<file path="config.mk">
export PLATFORM = sky130hd
export DESIGN_NAME = param_alu_seq
export DESIGN_NICKNAME = d
export VERILOG_FILES = /design/src/rtl/param_alu_pkg.sv /design/src/rtl/alu_mul_seq.sv /design/src/rtl/param_alu_seq.sv
export SDC_FILE = /design/constraint.sdc
export NUM_CORES = 1
export LEC_CHECK = 0
export ABC_AREA = 1
export CELL_PAD_IN_SITES_DETAIL_PLACEMENT = 1
export CELL_PAD_IN_SITES_GLOBAL_PLACEMENT = 1
export CORE_MARGIN = 2
export CORE_UTILIZATION = 30
export DETAILED_ROUTE_END_ITERATION = 10
export PLACE_DENSITY = 0.75
export SLEW_MARGIN = 20
export SYNTH_ARGS = -nofsm -noshare
export SYNTH_HDL_FRONTEND = slang
export SYNTH_HIERARCHICAL = 1
export SYNTH_SLANG_ARGS = --single-unit
</file>
<file path="constraint.sdc">
create_clock -name clock -period 2 [get_ports clock]
set_input_delay 0.3 -clock clock [delete_from_list [all_inputs] [get_ports clock]]
set_output_delay 0.3 -clock clock [all_outputs]
set_load 0.005 [all_outputs]
</file>
<file path="src/rtl/param_alu_pkg.sv">
`default_nettype none
// ============================================================================
// Module      : param_alu_pkg
// Description : Shared definitions for the sequential parametrised ALU:
//               the 16-entry opcode map and the controller state encoding.
// Ports       : none (package)
// Revision    : 1.0 - initial release
// ============================================================================
package param_alu_pkg;

    typedef enum logic [3:0] {
        OP_AND  = 4'b0000,
        OP_OR   = 4'b0001,
        OP_NOT  = 4'b0010,
        OP_XOR  = 4'b0011,
        OP_NAND = 4'b0100,
        OP_NOR  = 4'b0101,
        OP_XNOR = 4'b0110,
        OP_ADD  = 4'b0111,
        OP_SUB  = 4'b1000,
        OP_MUL  = 4'b1001,
        OP_CMP  = 4'b1010,
        OP_SLL  = 4'b1011,
        OP_SRL  = 4'b1100,
        OP_SLA  = 4'b1101,
        OP_SRA  = 4'b1110,
        OP_ACC  = 4'b1111
    } op_e;

    typedef enum logic [1:0] {
        ST_IDLE = 2'd0,
        ST_EXEC = 2'd1,
        ST_DONE = 2'd2
    } state_e;

endpackage : param_alu_pkg
`default_nettype wire

</file>
<file path="src/rtl/alu_mul_seq.sv">
`default_nettype none
// ============================================================================
// Module      : alu_mul_seq
// Description : Iterative unsigned shift-add multiplier. A start pulse loads
//               the operands; one partial product is added per cycle for
//               WIDTH cycles. done is high during the cycle whose edge
//               performs the final iteration, and product then shows the
//               value that iteration produces.
// Ports       : clock, reset (sync, active-high), start, a, b -> done, product
// Revision    : 1.0 - initial release
// ============================================================================
module alu_mul_seq #(
    parameter int WIDTH = 4,
    localparam int RES_W = 2 * WIDTH
) (
    input  logic             clock,
    input  logic             reset,
    input  logic             start,
    input  logic [WIDTH-1:0] a,
    input  logic [WIDTH-1:0] b,
    output logic             done,
    output logic [RES_W-1:0] product
);

    localparam int CNT_W = (WIDTH > 2) ? $clog2(WIDTH) : 1;
    localparam logic [CNT_W-1:0] C_LAST = CNT_W'(WIDTH - 1);

    logic [RES_W-1:0] r_mcand;
    logic [WIDTH-1:0] r_mplier;
    logic [RES_W-1:0] r_prod;
    logic [CNT_W-1:0] r_cnt;
    logic             r_busy;

    // Next partial product is exposed directly so the caller can capture the
    // final value on the same edge as the last iteration.
    assign product = r_mplier[0] ? (r_prod + r_mcand) : r_prod;
    assign done    = r_busy && (r_cnt == C_LAST);

    always_ff @(posedge clock) begin
        if (reset) begin
            r_mcand  <= '0;
            r_mplier <= '0;
            r_prod   <= '0;
            r_cnt    <= '0;
            r_busy   <= 1'b0;
        end else if (start) begin
            r_mcand  <= {{WIDTH{1'b0}}, a};
            r_mplier <= b;
            r_prod   <= '0;
            r_cnt    <= '0;
            r_busy   <= 1'b1;
        end else if (r_busy) begin
            r_prod   <= product;
            r_mcand  <= r_mcand << 1;
            r_mplier <= r_mplier >> 1;
            if (done) begin
                r_cnt  <= '0;
                r_busy <= 1'b0;
            end else begin
                r_cnt  <= r_cnt + 1'b1;
            end
        end
    end

endmodule : alu_mul_seq
`default_nettype wire

</file>
<file path="src/rtl/param_alu_seq.sv">
`default_nettype none
// ============================================================================
// Module      : param_alu_seq
// Description : Registered WIDTH-bit ALU with valid/ready command and result
//               handshakes, iterative multiplier and command-driven
//               accumulator.
// Ports       : clock, reset (sync, active-high)
//               in_valid/in_ready, a, b, opcode, acc_clr  (command side)
//               out_valid/out_ready, result, flag_zero, flag_carry (result)
// Options     : PARAM_ALU_SAT_EN - saturating ADD/SUB/ACC instead of wrap
// Revision    : 1.0 - initial release
// ============================================================================
module param_alu_seq
    import param_alu_pkg::*;
#(
    parameter int WIDTH = 4,
    localparam int RES_W = 2 * WIDTH
) (
    input  logic             clock,
    input  logic             reset,
    input  logic             in_valid,
    output logic             in_ready,
    input  logic [WIDTH-1:0] a,
    input  logic [WIDTH-1:0] b,
    input  logic [3:0]       opcode,
    input  logic             acc_clr,
    output logic             out_valid,
    input  logic             out_ready,
    output logic [RES_W-1:0] result,
    output logic             flag_zero,
    output logic             flag_carry
);

    state_e           r_state;
    state_e           w_state_next;
    logic [RES_W-1:0] r_result;
    logic [RES_W-1:0] r_acc;
    logic             r_zero;
    logic             r_carry;

    op_e              w_op;
    logic             w_accept;
    logic             w_mul_done;
    logic [RES_W-1:0] w_mul_prod;

    logic [RES_W-1:0] w_a_ext;
    logic [RES_W-1:0] w_b_ext;
    logic [WIDTH:0]   w_sum;
    logic [RES_W-1:0] w_diff;
    logic [RES_W-1:0] w_cat;
    logic [RES_W:0]   w_acc_sum;
    logic [RES_W-1:0] w_res;
    logic             w_carry;

    assign w_op      = op_e'(opcode);
    assign w_accept  = in_valid && (r_state == ST_IDLE);
    assign w_a_ext   = {{WIDTH{1'b0}}, a};
    assign w_b_ext   = {{WIDTH{1'b0}}, b};
    assign w_sum     = {1'b0, a} + {1'b0, b};
    // RES_W exceeds WIDTH+1, so the RES_W-bit difference is already the
    // sign-extended two's complement value.
    assign w_diff    = w_a_ext - w_b_ext;
    assign w_cat     = {a, b};
    assign w_acc_sum = {1'b0, r_acc} + {1'b0, w_a_ext};

    alu_mul_seq #(.WIDTH(WIDTH)) u_mul (
        .clock   (clock),
        .reset   (reset),
        .start   (w_accept && (w_op == OP_MUL)),
        .a       (a),
        .b       (b),
        .done    (w_mul_done),
        .product (w_mul_prod)
    );

    // Single-cycle datapath; for ACC w_res is also the new accumulator value.
    always_comb begin
        w_res   = '0;
        w_carry = 1'b0;
        case (w_op)
            OP_AND:  w_res = {{WIDTH{1'b0}}, a & b};
            OP_OR:   w_res = {{WIDTH{1'b0}}, a | b};
            OP_NOT:  w_res = {~a, ~b};
            OP_XOR:  w_res = {{WIDTH{1'b0}}, a ^ b};
            OP_NAND: w_res = {{WIDTH{1'b0}}, ~(a & b)};
            OP_NOR:  w_res = {{WIDTH{1'b0}}, ~(a | b)};
            OP_XNOR: w_res = {{WIDTH{1'b0}}, ~(a ^ b)};
            OP_ADD: begin
                w_res   = {{(WIDTH-1){1'b0}}, w_sum};
                w_carry = w_sum[WIDTH];
`ifdef PARAM_ALU_SAT_EN
                if (w_sum[WIDTH]) begin
                    w_res = {{WIDTH{1'b0}}, {WIDTH{1'b1}}};
                end
`endif
            end
            OP_SUB: begin
                w_res   = w_diff;
                w_carry = (a < b);
`ifdef PARAM_ALU_SAT_EN
                if (a < b) begin
                    w_res = '0;
                end
`endif
            end
            OP_MUL:  w_res = '0;
            OP_CMP: begin
                if (a > b)      w_res = {{(RES_W-2){1'b0}}, 2'b10};
                else if (a < b) w_res = {{(RES_W-2){1'b0}}, 2'b01};
                else            w_res = {{(RES_W-2){1'b0}}, 2'b11};
            end
            OP_SLL, OP_SLA: w_res = w_cat << 1;
            OP_SRL:  w_res = w_cat >> 1;
            OP_SRA:  w_res = {w_cat[RES_W-1], w_cat[RES_W-1:1]};
            OP_ACC: begin
                w_res   = w_acc_sum[RES_W-1:0];
                w_carry = w_acc_sum[RES_W];
`ifdef PARAM_ALU_SAT_EN
                if (w_acc_sum[RES_W]) begin
                    w_res = '1;
                end
`endif
                // A coincident clear takes priority over the accumulate.
                if (acc_clr) begin
                    w_res   = '0;
                    w_carry = 1'b0;
                end
            end
            default: w_res = '0;
        endcase
    end

    always_ff @(posedge clock) begin
        if (reset) begin
            r_state <= ST_IDLE;
        end else begin
            r_state <= w_state_next;
        end
    end

    always_comb begin
        w_state_next = r_state;
        in_ready     = 1'b0;
        out_valid    = 1'b0;
        case (r_state)
            ST_IDLE: begin
                in_ready = 1'b1;
                if (in_valid) begin
                    w_state_next = (w_op == OP_MUL) ? ST_EXEC : ST_DONE;
                end
            end
            ST_EXEC: begin
                if (w_mul_done) begin
                    w_state_next = ST_DONE;
                end
            end
            ST_DONE: begin
                out_valid = 1'b1;
                if (out_ready) begin
                    w_state_next = ST_IDLE;
                end
            end
            default: w_state_next = ST_IDLE;
        endcase
    end

    always_ff @(posedge clock) begin
        if (reset) begin
            r_result <= '0;
            r_zero   <= 1'b0;
            r_carry  <= 1'b0;
            r_acc    <= '0;
        end else begin
            if (acc_clr) begin
                r_acc <= '0;
            end else if (w_accept && (w_op == OP_ACC)) begin
                r_acc <= w_res;
            end

            if (w_accept && (w_op != OP_MUL)) begin
                r_result <= w_res;
                r_zero   <= (w_res == '0);
                r_carry  <= w_carry;
            end else if ((r_state == ST_EXEC) && w_mul_done) begin
                r_result <= w_mul_prod;
                r_zero   <= (w_mul_prod == '0);
                r_carry  <= 1'b0;
            end
        end
    end

    assign result     = r_result;
    assign flag_zero  = r_zero;
    assign flag_carry = r_carry;

endmodule : param_alu_seq
`default_nettype wire

</file>
## Yosys cells after proc, flatten, opt, wreduce, memory -nomap -nowiden

Index checks and enable logic that the tools add are counted.

| operators by class | value |
|---|---|
| add/sub/neg operators | 5 |
| $lt $le $gt $ge | 2 |
| equal/unequal tests | 22 |
| multiplexer cells | 28 |
| bitwise gates (word level) | 8 |
| reductions and logical operators | 16 |

Operator list:

| kind | count |
|---|---|
| case mux 8 bit (15 select lines) | 1 |
| equality test 4 bit (second input constant) | 8 |
| 2-to-1 mux 8 bit | 4 |
| inverter 4 bit | 5 |
| equality test 4 x 3 -> 1 bit (second input constant) | 4 |
| logical NOT 8 bit | 2 |
| 2-to-1 mux 4 bit | 4 |
| 2-to-1 mux 2 bit | 7 |
| 2-to-1 mux 1 bit | 10 |
| adder 8 x 4 -> 9 bit | 1 |
| adder 8 bit | 1 |
| equality test 4 x 2 -> 1 bit (second input constant) | 2 |
| logical AND 1 bit | 6 |
| inequality test 2 bit (second input constant) | 3 |
| case mux 2 bit (3 select lines) | 1 |
| OR reduction 2 bit | 3 |
| adder 4 x 4 -> 5 bit | 1 |
| subtractor 4 x 4 -> 5 bit | 1 |
| AND 4 bit | 1 |
| equality test 2 bit (second input constant) | 2 |
| equality test 4 x 1 -> 1 bit (second input constant) | 1 |
| greater-than comparator 4 bit | 1 |
| logical NOT 4 bit | 1 |
| less-than comparator 4 bit | 1 |
| other kinds (9) | 10 |

| word-level totals | value |
|---|---|
| register bits | 43 |
| input bits | 17 |
| output and inout port bits | 12 |
| word-level logic and storage cells | 92 |

## Logic depth before layout (Yosys ltp)

| depth | value |
|---|---|
| depth in word-level cells | 6 |
| gate-level depth with buffers | 16 |
| gate-level depth less buffers | 16 |

## Cells and area by module

Netlist, hierarchy kept.

By module, submodules not included:

| module | times used | cells an instance | area each (um^2) | seq. area each (um^2) |
|---|---|---|---|---|
| param_alu_seq | 1 | 365 | 2142.1 | 400.4 |
| alu_mul_seq | 1 | 196 | 1350.0 | 460.4 |

## Worst setup path after synthesis

Ideal clock, no wire load.

| timing path | value |
|---|---|
| kind | reg-to-reg |
| start point | register u_mul.r_mcand[0] |
| end point | register r_zero, in the netlist flag_zero |
| library setup time | 0.070 ns |
| arrival time | 1.837 ns |
| data required time | 1.930 ns |
| setup slack | 0.094 ns |
| cell stages (with the launch flop) | 15 |
| path buffers | 0 |
| clock period less this slack | 1.906 ns |
| path through | dfxtp_1 -> ha_1 -> inv_1 -> fa_1 -> inv_1 -> nand2_1 -> nand2_1 -> nand3b_1 -> nand2_1 -> nand2_1 -> nand3_1 -> nand2_1 -> nor4_1 -> a31oi_1 -> a21oi_1 |

| on the way | value |
|---|---|
| word-level cells in the longest chain between the ends | 5 |

RTL lines:

| what | RTL line | RTL |
|---|---|---|
| start, declared | alu_mul_seq.sv:28 | `logic [RES_W-1:0] r_mcand;` |
| start signal, assigned | alu_mul_seq.sv:47 | `r_mcand <= {{WIDTH{1'b0}}, a};` |
| start signal, assigned | alu_mul_seq.sv:54 | `r_mcand <= r_mcand << 1;` |
| adder 8 bit | alu_mul_seq.sv:36 | `assign product = r_mplier[0] ? (r_prod + r_mcand) : r_prod;` |
| 2-to-1 mux 8 bit | alu_mul_seq.sv:36 |  |
| via w_mul_prod[6] | param_alu_seq.sv:44 | `logic [RES_W-1:0] w_mul_prod;` |
| logical NOT 8 bit | param_alu_seq.sv:186 | `r_zero <= (w_mul_prod == '0);` |
| 2-to-1 mux 1 bit | param_alu_seq.sv:184 | `end else if ((r_state == ST_EXEC) && w_mul_done) begin` |
| 2-to-1 mux 1 bit | param_alu_seq.sv:180 | `if (w_accept && (w_op != OP_MUL)) begin` |
| end signal, assigned | param_alu_seq.sv:182 | `r_zero <= (w_res == '0);` |
| end signal, assigned | param_alu_seq.sv:186 |  |
| end, declared | param_alu_seq.sv:38 | `logic r_zero;` |

The timed path passes the listed nets, and every way through them passes these cells. The select of a mux whose other input is x is not followed.
A chain may end at the register's enable or synchronous reset.

## Worst setup path after layout

| timing path | value |
|---|---|
| start point | register r_acc[0] |
| end point | register r_zero, in the netlist flag_zero |

| on the way | value |
|---|---|
| word-level cells in the longest chain between the ends | 5 |

RTL lines:

| what | RTL line | RTL |
|---|---|---|
| start, declared | param_alu_seq.sv:37 | `logic [RES_W-1:0] r_acc;` |
| start signal, assigned | param_alu_seq.sv:177 | `r_acc <= w_res;` |
| adder 8 x 4 -> 9 bit | param_alu_seq.sv:64 | `assign w_acc_sum = {1'b0, r_acc} + {1'b0, w_a_ext};` |
| 2-to-1 mux 8 bit | param_alu_seq.sv:124 | `if (acc_clr) begin` |
| case mux 8 bit (15 select lines) | param_alu_seq.sv:80 | `case (w_op)` |
| logical NOT 8 bit | param_alu_seq.sv:182 |  |
| 2-to-1 mux 1 bit | param_alu_seq.sv:180 |  |

Every way passes these cells.

==> out/qor.yml <==
place_ws_ps: -774
r2r_slack_ps: -100
rows: 39
hold_viol: 0
grt-ovfl-total: 0
io_pins: 29
async_reset_ff_share_pct: 0
fmax_mhz: 475
dr.pass1.iters: 4
grt_pass1_wl_um: 22400
syn-num-nets: 606
whs_ps: 467
maxCapViolations: 0
final.setup.worst_slack_ps: -104
p_leak_nw: 2.57
dpl.hpwl_um: 10800
critPathTopFamily: "simple AND/OR/NAND/NOR gates"
relSlewSlack_pct: 63.9
arrival_ps: 2340
cts-root-buf: "clkbuf_16"
drv_slew: 0
antenna_found_initial: 0
synth.cell_area_um2: 3490
synth_top_area_share_pct: 24.7
synth_cells: 561
crit_path_start_kind: "register"
p_per_area_nw_per_um2: 520
ir_worst_vdd_mv: 0.333
nFillCells: 1489
stdcell_count: 837
synth_cell_types: 37
total_power_mw: 2.70
numCtsBuffers: 5
end_kind: "register"
finClkSkew_ps: 7.82
required_ps: 2230
die_area_um2: 12500
grt_usage_pct: 22.1
final.setup.tns_ps: -272
hold_start: "flag_carry$_SDFFE_PP0P_"
gp_congestion: 0.953
ys_seq_elements: 43
dr_total_vias: 4322
hold_depth: 2
detail-route-antenna-nets: 0
grt_max_degree: 16
ys.flop_type: "dfxtp_1"
tritoncts: "built"
seq_area_frac_synth_pct: 24.7
htreeDepth: 2
rsz0062_at_grt: "yes"
crit_type: "reg2reg"
min_period_ps: 2100
synthTopCellsByArea: "dfxtp_1, nand2_1, inv_1"
port_buffers: 28
crit_path_start: "r_acc[0]$_SDFFE_PP0P_"
worstRegToRegCells: 13
cts.clk_slew.worst_paths_ps: 70
drc_errors: 0
syn_area_per_cell_um2: 6.22
clk_latency_ps: 300
grt_pass1_vias: 4596
layout.nets: 738
hold_end: "flag_carry$_SDFFE_PP0P_"
worstPathCellList: "ha_4 -> inv_2 -> fa_2 -> nand3b_1 -> nand2_2 -> nand2_2 -> o21ai_2 -> nor2_2 -> nor2_2 -> nand2_1 -> nor2_1 -> nand3_1 -> a21oi_1"
reg2reg_from: "r_acc[0]$_SDFFE_PP0P_"
setup_viol: 5
critical_path.slowest_cell: "dfxtp_2"
ctsHoldBuffers: 0
cpPeakStageDelay_ps: 350
clock-sinks: 43
crit_fanout: 2
synth_top_area_cell: "dfxtp_1"
tightest_slew_ps: 540
placeableCoreArea_um2: 11400
die_y_um: 112
min_path_type: "reg2reg"
vias_per_cell: 5.16
start_util_pct: 30.7
critPathBufInv: 1
synth_edf_count: 0
routed_wl_um: 14200
wire_per_inst_um: 17.0
yosys_warnings: 6
post-place-cells: 823
first_iter_violations: 252
period_share_pct: 105
r2r-end: "flag_zero$_SDFFE_PP0P_"
die_w_um: 112
n_antenna_cell: 0
drive_gt1_share_pct: 29.8
area_delta_synth_final_pct: 48.7
clockBufferDepth: 2
violations: "setup timing"
status: "finished, violations left"
[logic make-up (layout without fill, tap and decap cells)]
logic type / Yosys count / in the layout / synth area share [%]
AOI/OAI and AO/OA: 92 / 92 / 14.4
adders and majority gates: 28 / 28 / 10.9
and+or+nand+nor: 297 / 297 / 38.0
xor gates and xnor gates: 2 / 2 / 0.502
DFF: 43 / 43 / 24.7
buffers and inverters: 99 / 232 / 11.5
[cell type report]
cell class	instances	area (um^2)	share of cell area, %
flip-flops and latches	43	866	16.7
multi-input cells	419	2510	48.3
inverters	91	347	6.68
clock inverters	3	67.6	1.30
clock buffers	5	125	2.41
repair buffers	133	1100	21.2
well taps	143	179	3.45
[worst min-delay path, delay by kind of cell, from the launching register on]
family             cells  cell delay, ps
and+or+nand+nor        1              60
AOI/OAI and AO/OA      1              50
DFF                    1             310
[state kept, by name, indices dropped and copies added, names as in the netlist]
name / count
flag_carry: 1
flag_zero: 1
r_acc: 8
r_state: 2
result: 8
u_mul/r_busy: 1
u_mul/r_cnt: 2
u_mul/r_mcand: 8
u_mul/r_mplier: 4
u_mul/r_prod: 8
[cells in the mapped netlist, drive strengths merged, types with 3 or more instances]
cell / number
a21oi: 35
a31oi: 6
buf: 4
clkbuf: 4
dfxtp: 43
fa: 4
ha: 24
inv: 91
nand2: 148
nand3: 51
nand3b: 5
nand4: 6
nor2: 73
nor3: 6
o211ai: 3
o21ai: 37
o221ai: 3
o22ai: 4
or2: 5
[metrics by stage]
stage	util [%]	area, um^2
final	45.7	5190
after global routing	45.7	5190
after CTS	44.2	5020
after detailed placement	40.9	4650
after global placement	40.9	4650
after floorplan	-	3490
[worst max-delay path by stage]
| stage | cells after the start | slack, ps | to |
|---|---|---|---|
| final | 13 | -100 | flag_zero$_SDFFE_PP0P_ |
| after global routing | 13 | -230 | flag_zero$_SDFFE_PP0P_ |
| after CTS | 13 | -50 | result[4]$_SDFFE_PP0P_ |
| after detailed placement | 14 | -770 | flag_zero$_SDFFE_PP0P_ |
| after global placement | 14 | -680 | flag_zero$_SDFFE_PP0P_ |
| after floorplan | 14 | 90 | flag_zero$_SDFFE_PP0P_ |
[what timing repair did]
action | 4_1_cts | 5_1_grt
pin swaps | 19 | 24
hold endpoints to repair | 0 | 0
setup buffers | 4 | 3
endpoints found under the setup margin | 18 | 30
resized for setup | 59 | 49
gates cloned | 0 | 0
[metal layers]
| layer | up-vias | global-route usage, % | wire length [um] |
|---|---|---|---|
| li1 | 2076 | - | - |
| met1 | 2096 | 27.3 | 6060 |
| met2 | 108 | 39.9 | 7140 |
| met3 | 42 | 2.61 | 532 |
| met4 | 0 | 6.91 | 512 |
| met5 | - | 0 | 0 |
[cells in the final DEF (no fill, tap or decap), types with 3 or more instances in the layout]
master,netlist,layout
nand2_1,139,126
nand3_1,48,40
nor2_4,2,3
nor2_1,66,59
dlymetal6s2s_1,0,4
a21oi_1,35,32
nand3b_1,5,5
o21ai_1,2,5
a31oi_1,6,5
nand2_2,8,18
ha_4,0,7
buf_4,0,98
o21ai_0,35,29
ha_1,24,17
o21ai_2,0,3
dfxtp_2,0,4
buf_6,1,6
nand4_1,6,6
clkdlybuf4s50_1,0,16
nor3_1,6,6
nand3_2,3,11
inv_2,6,14
nand2_4,1,4
a21oi_2,0,3
o221ai_1,3,3
nor2_2,4,10
fa_2,0,4
inv_1,85,75
dfxtp_1,43,39
dlygate4sd2_1,0,6
o22ai_1,4,4
o211ai_1,3,3
clkbuf_16,0,5
[power breakdown]
part | internal (mW) | switching (mW) | leakage [nW]
logic | 0.318 | 0.394 | 2.13
clock network | 0.716 | 0.366 | 0.0900
registers | 0.885 | 0.0189 | 0.351
No activity file was read; power rests on OpenSTA's default activity.
